**src/rtl/fifo_uart_tx_pkg.sv**
```systemverilog
// rtl/fifo_uart_tx_pkg.sv - shared types and constants for the FIFO-fed UART transmitter
package fifo_uart_tx_pkg;

    localparam int DEFAULT_DIV_W = 12;

    localparam logic [1:0] PRI_NONE = 2'd0;
    localparam logic [1:0] PRI_EVEN = 2'd1;
    localparam logic [1:0] PRI_ODD  = 2'd2;

    typedef enum logic [2:0] {
        ST_IDLE   = 3'd0,
        ST_START  = 3'd1,
        ST_DATA   = 3'd2,
        ST_PARITY = 3'd3,
        ST_STOP1  = 3'd4,
        ST_STOP2  = 3'd5
    } state_t;

    function automatic logic has_parity(input logic [1:0] mode);
        return (mode == PRI_EVEN) || (mode == PRI_ODD);
    endfunction

endpackage

```
**src/rtl/uart_bit_timer.sv**
```systemverilog
// rtl/uart_bit_timer.sv - loadable bit-period down-counter, flags the last clock of a bit
module uart_bit_timer
    import fifo_uart_tx_pkg::*;
#(
    parameter int DIV_W = DEFAULT_DIV_W
) (
    input  logic             clk,
    input  logic             reset,
    input  logic             i_load,
    input  logic [DIV_W-1:0] i_load_val,
    output logic             o_bit_end
);

    logic [DIV_W-1:0] r_count;

    // Holds at zero instead of wrapping; the FSM always reloads at bit end.
    always_ff @(posedge clk) begin
        if (reset) begin
            r_count <= '0;
        end else if (i_load) begin
            r_count <= i_load_val;
        end else if (r_count != '0) begin
            r_count <= r_count - 1'b1;
        end
    end

    assign o_bit_end = (r_count == '0);

endmodule

```
**src/rtl/fifo_uart_tx.sv**
```systemverilog
// rtl/fifo_uart_tx.sv - pops bytes from a fast-mode FIFO and shifts them out as UART frames
module fifo_uart_tx
    import fifo_uart_tx_pkg::*;
#(
    parameter int DIV_W = DEFAULT_DIV_W,
    parameter int W     = 8
) (
    input  logic             clk,
    input  logic             reset,
    input  logic             cfg_tx_en,
    input  logic [DIV_W-1:0] cfg_baud_div,
    input  logic [1:0]       cfg_pri_mod,
    input  logic             cfg_two_stop,
    input  logic             fifo_empty,
    input  logic [W-1:0]     fifo_rd_data,
    output logic             fifo_rd_en,
    output logic             txd,
    output logic             tx_busy,
    output logic             tx_done
);

    localparam int IDX_W = (W > 1) ? $clog2(W) : 1;
    localparam logic [IDX_W-1:0] LAST_IDX = IDX_W'(W - 1);

    state_t           r_state;
    state_t           w_state_nxt;
    logic [W-1:0]     r_shift;
    logic [W-1:0]     r_data;
    logic [DIV_W-1:0] r_div;
    logic [1:0]       r_pri;
    logic             r_two_stop;
    logic [IDX_W-1:0] r_bit_idx;
    logic             r_txd;

    logic             w_bit_end;
    logic             w_load;
    logic [DIV_W-1:0] w_load_val;
    logic             w_pop;
    logic             w_can_pop;
    logic             w_frame_end;
    logic             w_shift;
    logic             w_txd_nxt;
    logic             w_parity;

    uart_bit_timer #(.DIV_W(DIV_W)) u_bit_timer (
        .clk        (clk),
        .reset      (reset),
        .i_load     (w_load),
        .i_load_val (w_load_val),
        .o_bit_end  (w_bit_end)
    );

    assign w_can_pop = cfg_tx_en & ~fifo_empty & ~reset;
    assign w_parity  = (r_pri == PRI_ODD) ? ~^r_data : ^r_data;

    always_comb begin
        w_state_nxt = r_state;
        w_load      = 1'b0;
        w_load_val  = r_div;
        w_pop       = 1'b0;
        w_frame_end = 1'b0;
        w_shift     = 1'b0;
        w_txd_nxt   = r_txd;

        case (r_state)
            ST_IDLE: begin
                w_txd_nxt = 1'b1;
                if (w_can_pop) begin
                    w_pop       = 1'b1;
                    w_state_nxt = ST_START;
                    w_txd_nxt   = 1'b0;
                    w_load      = 1'b1;
                    w_load_val  = cfg_baud_div;
                end
            end
            ST_START: begin
                if (w_bit_end) begin
                    w_state_nxt = ST_DATA;
                    w_txd_nxt   = r_shift[0];
                    w_load      = 1'b1;
                end
            end
            ST_DATA: begin
                if (w_bit_end) begin
                    w_load = 1'b1;
                    if (r_bit_idx == LAST_IDX) begin
                        if (has_parity(r_pri)) begin
                            w_state_nxt = ST_PARITY;
                            w_txd_nxt   = w_parity;
                        end else begin
                            w_state_nxt = ST_STOP1;
                            w_txd_nxt   = 1'b1;
                        end
                    end else begin
                        w_shift   = 1'b1;
                        w_txd_nxt = r_shift[1];
                    end
                end
            end
            ST_PARITY: begin
                if (w_bit_end) begin
                    w_state_nxt = ST_STOP1;
                    w_txd_nxt   = 1'b1;
                    w_load      = 1'b1;
                end
            end
            ST_STOP1: begin
                if (w_bit_end) begin
                    if (r_two_stop) begin
                        w_state_nxt = ST_STOP2;
                        w_load      = 1'b1;
                    end else begin
                        w_frame_end = 1'b1;
                    end
                end
            end
            ST_STOP2: begin
                if (w_bit_end) begin
                    w_frame_end = 1'b1;
                end
            end
            default: begin
                w_state_nxt = ST_IDLE;
                w_txd_nxt   = 1'b1;
            end
        endcase

        // A waiting byte is popped in the last stop clock so the next start bit follows directly.
        if (w_frame_end) begin
            if (w_can_pop) begin
                w_pop       = 1'b1;
                w_state_nxt = ST_START;
                w_txd_nxt   = 1'b0;
                w_load      = 1'b1;
                w_load_val  = cfg_baud_div;
            end else begin
                w_state_nxt = ST_IDLE;
                w_txd_nxt   = 1'b1;
            end
        end
    end

    always_ff @(posedge clk) begin
        if (reset) begin
            r_state    <= ST_IDLE;
            r_shift    <= '0;
            r_data     <= '0;
            r_div      <= '0;
            r_pri      <= PRI_NONE;
            r_two_stop <= 1'b0;
            r_bit_idx  <= '0;
            r_txd      <= 1'b1;
        end else begin
            r_state <= w_state_nxt;
            r_txd   <= w_txd_nxt;
            if (w_pop) begin
                r_shift    <= fifo_rd_data;
                r_data     <= fifo_rd_data;
                r_div      <= cfg_baud_div;
                r_pri      <= cfg_pri_mod;
                r_two_stop <= cfg_two_stop;
                r_bit_idx  <= '0;
            end else if (w_shift) begin
                r_shift   <= r_shift >> 1;
                r_bit_idx <= r_bit_idx + 1'b1;
            end
        end
    end

    assign fifo_rd_en = w_pop;
    assign txd        = r_txd;
    assign tx_busy    = (r_state != ST_IDLE);
    assign tx_done    = w_frame_end & ~reset;

endmodule
```
**config.mk**
```make
export PLATFORM = sky130hd
export DESIGN_NAME = fifo_uart_tx
export DESIGN_NICKNAME = d
export VERILOG_FILES = /design/src/rtl/fifo_uart_tx_pkg.sv /design/src/rtl/uart_bit_timer.sv /design/src/rtl/fifo_uart_tx.sv
export SDC_FILE = /design/constraint.sdc
export NUM_CORES = 1
export LEC_CHECK = 0
export ABC_AREA = 1
export ABC_CLOCK_PERIOD_IN_PS = 2000
export CAP_MARGIN = 15
export CORE_MARGIN = 4
export CORE_UTILIZATION = 45
export CTS_CLUSTER_DIAMETER = 60
export DETAILED_ROUTE_END_ITERATION = 6
export PLACE_DENSITY = 0.67
export SYNTH_ARGS = -nofsm -noshare
export SYNTH_HDL_FRONTEND = slang
export SYNTH_SLANG_ARGS = --single-unit
export TNS_END_PERCENT = 1
```
**constraint.sdc**
```tcl
create_clock -name clk -period 2 [get_ports clk]
set_input_delay 0.6 -clock clk [delete_from_list [all_inputs] [get_ports clk]]
set_output_delay 0.6 -clock clk [all_outputs]
set_load 0.02 [all_outputs]
```
==> results.tsv, run 1 <==
metric	value	unit
status	complete, but fails checks	
failing checks	negative setup slack	
total grt overflow	0	
Clk Latency, worst-skew pair	0.30	ns
combinational power share	57.7	%
Wirelength per Cell	11.96	um
largest area contributor in the netlist	dfxtp_1	
sequential power share	29.7	%
count leader, synth	nand2_1	
row count	28	
Most Crowded Layer GR	met2	
Net Sw Frac	40.79	%
Post-DRT Antenna Nets	0	
period utilization	105.3	%
crit path max fanout	3	
Worst setup SP type	flip-flop	
Initial Util	47.20	%
most frequent CP cell	buf_6	
first-pass GRT wire length	11480	um
Global Route met2 Usage	32.40	%
hold slack final	0.4658	ns
worst slew pin tran	0.3249	ns
asr flop ratio synth	0	%
Crit path largest cell delay	0.34	ns
CTS root buffer	clkbuf_8	
Internal	2.742	mW
Post-synth top cells	nand2_1, nor2_1, dfxtp_1	
NumNets Final	513	
via/cell ratio	4.944	
fillcell total	576	
number of remaining DRC errors	0	
CP Cell Sequence	inv_2 > ha_4 > nor3b_4 > buf_6 > nand4_4 > nand2_4 > buf_6	
layout cells sized above 1	24.79	%
CTS tree	built	
clock slew at reported path FFs	0.09	ns
Power Density	1262	nW/um^2
met3 Use GR	3.500	%
slowest CP cell	dfxtp_2	
CP Data Arrival Time	1.51	ns
gpl congestion	0.9338	
Max VDD drop	0.6396	mV
vias in the first global route	2608	
Clock Tree Buf Depth	2	
switching power	1.889	mW
Final setup viols	2	
Post-Syn Instances	404	
Die Ht	87.50	um
dpl ws	-0.7358	ns
Final Hold Vio Count	0	
ys flop type	dfxtp_1	
PortBufs	30	
Die Span X	87.50	um
synthesized flop and latch total	50	
antenna cells	0	
clock power share	12.5	%
die area	7656	um^2
# IOs	31	
via count	2744	
FMAX	474.6	MHz
core footprint	6026	um^2
H-tree levels	2	
CTS Hold Bufs	0	
met1 Use GR	22.94	%
type of the worst min-delay path	reg -> reg	
Setup Skew	0.008208	ns
Worst setup EP type	output pin	
critical path required time	1.40	ns
top cell type's share of synthesized area	35.20	%
EDFF count, synth	0	
Slew HR	78.17	%
Synth area leaders	dfxtp_1, nand2_1, nor2_1	
largest net degree at the start of global routing	27	
total power	4.631	mW
yosys warns	0	
Post-Synthesis Cell Area	2844	um^2
dpl hpwl	4959	um
critical path type	reg -> out	
Max Cap Viol	0	
Sink Count	50	
Synth Area per Inst	7.040	um^2
total routed wirelength	6640	um
setup slack after layout	-0.1070	ns
Final TNS setup	-0.1879	ns
Global Route Usage Sum	18.60	%
pins over their slew limit	0	
post-synth cell types	33	
RSZ-0062 raised after global routing	yes	
number of buffers created by CTS	5	
area grow syn2layout	29.04	%
Seq/Total Area, Yosys	35.20	%
leakage	1.732	nW
minimum clock period	2.107	ns
initial antenna violation count	0	
First-pass DRT Iterations	5	
First DRT Iteration DRCs	104	
Util after Layout	60.90	%
syn_nets	436	
## through the flow
stage	area, um^2	cells
after detailed placement	3530	546
after global routing	3670	555
after floorplan	2844	404
final	3670	555
after global placement	3530	546
after CTS	3642	553
## worst max-delay path: cells and delay by family (launching register included)
kind | cells | cell delay (ns)
adder cells (fa/ha/maj) | 1 | 0.14
flip-flops | 1 | 0.34
buffers and inverters | 3 | 0.34
AND/OR/NAND/NOR | 3 | 0.38
## placed cells by master, fill, tap and decap left out, drive strengths merged
cell / Yosys / final
dfxtp: 50 / 50
nor3b: 1 / 1
o2bb2ai: 1 / 1
nor2: 61 / 61
nand4: 2 / 2
xnor2: 6 / 6
xor2: 6 / 6
nor3: 3 / 3
nand3b: 2 / 2
clkdlybuf4s50: 0 / 24
clkbuf: 4 / 7
or2: 1 / 1
ha: 5 / 5
a21oi: 25 / 25
o21ai: 36 / 36
and2: 1 / 1
dlygate4sd2: 0 / 3
nand2: 112 / 112
nand3: 35 / 35
buf: 7 / 53
inv: 46 / 46
## final cells by class
class,instances,area (um^2),share of cell area (%)
flip-flops and latches,50,1002,27.31
inverters,46,172.7,4.705
multi-input cells,297,1597,43.50
repair buffers,81,721.9,19.67
well taps,75,93.84,2.557
clock buffers,6,82.58,2.250
## state kept, by name (all words and copies together), names as in the netlist
signal               cells
r_bit_idx                3
u_bit_timer.r_count     12
r_shift                  8
txd                      1
r_pri                    2
r_data                   8
r_state                  3
r_two_stop               1
r_div                   12
## power groups by stage
stage	clock network, mW	logic (mW)	registers [mW]
after detailed placement	0	2.58	1.39
after CTS	0.599	2.62	1.37
after floorplan	0	1.63	1.40
after global routing	0.645	2.97	1.40
after global placement	0	2.54	1.38
final	0.580	2.67	1.38
## routing by layer
metal / wire length (um) / up-vias
met4: 147 / 0
met2: 3260 / 50
met5: 0 / -
met1: 3036 / 1252
met3: 196 / 15
li1: - / 1427
## final timing paths
path	start	end	slack, ns	cells after the start
setup / recovery	u_bit_timer.r_count[1]	fifo_rd_en	-0.11	7
hold / removal	r_pri[0]	r_pri[0]	0.47	2
setup reg to reg	u_bit_timer.r_count[1]	u_bit_timer.r_count[4]	0.16	11
hold reg to reg	r_pri[0]	r_pri[0]	0.47	2
## repair_timing
| action | CTS | global route |
|---|---|---|
| setup buffers | 1 | 2 |
| pin swaps | 2 | 3 |
| resized for setup | 24 | 7 |
| setup endpoints to repair | 3 | 12 |
## cell families after synthesis
group / count (synthesis) / share of synthesized area (%)
xor+xnor: 12 / 3.696
compound gates: 62 / 12.10
flops: 50 / 35.20
fa+ha+maj: 5 / 2.200
simple gates: 218 / 37.00
buf+inv: 57 / 9.811
(Power assumes the default switching activity.)
==> run 2: changes to the inputs <==
--- a/config.mk
+++ b/config.mk
@@ -8,6 +8,7 @@
 export ABC_AREA = 1
 export ABC_CLOCK_PERIOD_IN_PS = 2000
 export CAP_MARGIN = 15
+export CORE_ASPECT_RATIO = 1.75
 export CORE_MARGIN = 4
 export CORE_UTILIZATION = 45
 export CTS_CLUSTER_DIAMETER = 60
@@ -15,5 +16,6 @@
 export PLACE_DENSITY = 0.67
 export SYNTH_ARGS = -nofsm -noshare
 export SYNTH_HDL_FRONTEND = slang
+export SYNTH_HIERARCHICAL = 1
 export SYNTH_SLANG_ARGS = --single-unit
 export TNS_END_PERCENT = 1
==> constraint.sdc (replaced) <==
create_clock -name clk -period 2 [get_ports clk]
set_input_delay 0.6 -clock clk [delete_from_list [all_inputs] [get_ports clk]]
set_output_delay 0.6 -clock clk [all_outputs]
set_load 0.05 [all_outputs]
==> results.tsv, run 2 <==
metric	value	unit	change
period utilization	118.3	%	+13 points
R2R Path Start	u_bit_timer/r_count[1]		
minimum clock period	2.365	ns	+0.2581 ns
combinational power share	56.9	%	-0.8 points
slowest CP cell	dfxtp_2		
synthesized flop and latch total	50		unchanged
core footprint	5926	um^2	-1.7%
via/cell ratio	4.939		-0.10%
Post-synth top cells	nand2_1, inv_1, dfxtp_1		
vias in the first global route	2849		+9.2%
crit path to	fifo_rd_en		
Util after Layout	64.63	%	+3.7 points
number of remaining DRC errors	0		unchanged
via count	2835		+3.3%
number of buffers created by CTS	5		unchanged
Crit path largest cell delay	0.34	ns	about the same
First-pass DRT Iterations	4		-1
largest area contributor in the netlist	dfxtp_1		
gpl congestion	0.9351		+0.14%
final cell count without fillers	574		+3.4%
EDFF count, synth	0		unchanged
Setup Skew	0.009857	ns	+0.001648 ns
First DRT Iteration DRCs	128		+23%
area grow syn2layout	37.51	%	
hold slack final	0.4681	ns	+0.002275 ns
Worst setup EP type	output pin		
pins over their slew limit	0		unchanged
Post-DRT Antenna Nets	0		unchanged
count leader, synth	nand2_1		
largest net degree at the start of global routing	31		+15%
post-synth cell types	37		+12%
PortBufs	30		unchanged
FMAX	422.8	MHz	-11%
Worst setup SP type	flip-flop		
CP Depth	13		+6
CTS Hold Bufs	0		unchanged
R2R depth	18		+7
Post-Synthesis Cell Area	2785	um^2	-2.1%
Wirelength per Cell	12.88	um	+7.7%
first-pass GRT wire length	12080	um	+5.2%
Max VDD drop	0.7579	mV	+18%
Die Ht	112.1	um	+28%
asr flop ratio synth	0	%	unchanged
most common cell after layout, fill and taps aside	nand2_1		
critical path type	reg -> out		
switching power	2.063	mW	+9.2%
row count	37		+32%
reg2reg end	u_bit_timer/r_count[3]		
Die Span X	67.47	um	-23%
Global Route Usage Sum	20.85	%	+2.3 points
layout cells sized above 1	28.43	%	+3.6 points
initial antenna violation count	0		unchanged
Initial Util	47.00	%	-0.20 points
yosys warns	6		+6
antenna cells	0		unchanged
Clk Latency, worst-skew pair	0.32	ns	+0.02 ns
Sink Count	50		unchanged
Internal	2.784	mW	+1.5%
Final setup viols	8		+6
sequential power share	27.4	%	-2.3 points
critical path required time	1.40	ns	about the same
CP Data Arrival Time	1.77	ns	+0.26 ns
Crit. Startpoint	u_bit_timer/r_count[1]		
Final Hold Vio Count	0		unchanged
Synth Area per Inst	6.793	um^2	-3.5%
status	complete, but fails checks		
most frequent CP cell	inv_2		
type of the worst min-delay path	reg -> reg		
clock slew at reported path FFs	0.10	ns	about the same
Worst R2R Setup Slack	-0.35	ns	-0.51 ns
Power Density	1266	nW/um^2	+0.29%
commonest non-fill, non-tap cells in the layout	nand2_1, inv_1, buf_4		
Max Cap Viol	0		unchanged
CP Cell Sequence	inv_2 > ha_4 > nand2_4 > nor2_4 > nand2_2 > inv_2 > inv_2 > nor2_4 > inv_4 > nand2_4 > nand2_8 > clkinv_8 > buf_12		
top cell type's share of synthesized area	35.94	%	+0.74 points
H-tree levels	2		unchanged
crit path max fanout	6		+3
Net Sw Frac	42.57	%	+1.8 points
failing checks	negative setup slack		
Slew HR	71.06	%	-7.1 points
crit path buf inv count	6		+3
total power	4.847	mW	+4.7%
Clock Tree Buf Depth	2		unchanged
ys flop type	dfxtp_1		
# IOs	31		unchanged
Seq/Total Area, Yosys	35.94	%	+0.74 points
clock power share	15.7	%	+3.2 points
syn_nets	442		+1.4%
dpl ws	-0.4235	ns	+0.3123 ns
dpl hpwl	5667	um	+14%
worst slew pin tran	0.4308	ns	+0.1058 ns
Synth area leaders	dfxtp_1, nand2_1, inv_1		
Post-Syn Instances	410		+1.5%
setup slack after layout	-0.3651	ns	-0.2581 ns
family with the most delay on the worst path	simple AND/OR/NAND/NOR gates		
NumNets Final	527		+2.7%
leakage	1.711	nW	-1.2%
Largest regs	r_div: 12 flops, u_bit_timer/r_count: 12 flops		
RSZ-0062 raised after global routing	yes		
total routed wirelength	7393	um	+11%
Placed Cells incl. Taps	548		+0.37%
total grt overflow	0		unchanged
CTS root buffer	clkbuf_8		
CTS tree	built		
die area	7562	um^2	-1.2%
==> run 2: cell count changes after synthesis, sizes merged, moves of 2 or more <==
| cell | before | now |
|---|---|---|
| buf | 7 | 5 |
| inv | 46 | 67 |
| nand2 | 112 | 118 |
| nand3 | 35 | 19 |
| nor2 | 61 | 51 |
| nor3 | 3 | 5 |
| o21ai | 36 | 47 |
| xnor2 | 6 | 2 |
| xor2 | 6 | 1 |
==> run 2: power groups by stage <==
stage                     combinational, mW  sequential, mW  clock, mW
after CTS                              2.58            1.32      0.777
after detailed placement               2.37            1.33          0
final                                  2.76            1.33      0.761
after floorplan                        1.53            1.36          0
after global routing                   3.05            1.34      0.806
after global placement                 2.33            1.33          0
==> run 2: how the worst min path moves through the flow <==
| stage | cells past startpoint | endpoint | start |
|---|---|---|---|
| finish | 2 | r_bit_idx[2] | r_bit_idx[2] |
| global placement | 2 | r_shift[7] | r_shift[7] |
| global route | 2 | r_shift[7] | r_shift[7] |
| floorplan | 2 | r_shift[7] | r_shift[7] |
| detailed placement | 2 | r_shift[7] | r_shift[7] |
| CTS | 2 | r_shift[7] | r_shift[7] |
==> run 2: layer usage <==
metal	wire length, um	part of all wire, %	vias up	global-route usage (%)
met4	363	4.9	0	11.11
met3	236	3.2	26	3.203
li1	-	-	1453	-
met1	2617	35	1302	19.30
met5	0	0	-	0
met2	4175	56	54	40.47
==> run 2: area by class of cell <==
cell class,count,area (um^2)
clock buffers,5,68.82
multi-input cells,283,1546
flip-flops and latches,50,1003
well taps,78,97.59
fillers,574,2096
repair buffers,87,794.5
inverters,68,270.3
clock inverters,3,48.80
==> run 2: logic make-up (layout without fill, tap and decap cells) <==
kind of cell,Yosys count,in the layout,share of synthesized area [%]
AND/OR/NAND/NOR,199,199,32.03
buffers and inverters,77,163,12.22
AO/OA/AOI/OAI,76,76,16.62
flip-flops,50,50,35.94
adder cells (fa/ha/maj),5,5,2.246
XOR/XNOR,3,3,0.9436
==> run 2: tightest hold or removal path, stage by stage, from the launching register on <==
cell and delay, ns:
dfxtp_1 0.33, nand2_1 0.06, a21oi_1 0.05
==> run 2: through the flow <==
step | cell area (um^2) | TNS [ns]
after floorplan | 2823 | -0.2889
after global placement | 3468 | -9.516
after detailed placement | 3468 | -10.17
after CTS | 3695 | -0.9084
after global routing | 3830 | -3.832
final | 3830 | -1.301
==> run 2: timing repair <==
action                                 CTS  global route
buffers inserted                        11             7
endpoints found under the hold margin    0             0
gates resized for setup                  8            29
pin swaps                                3             7
setup endpoints to repair               11            39
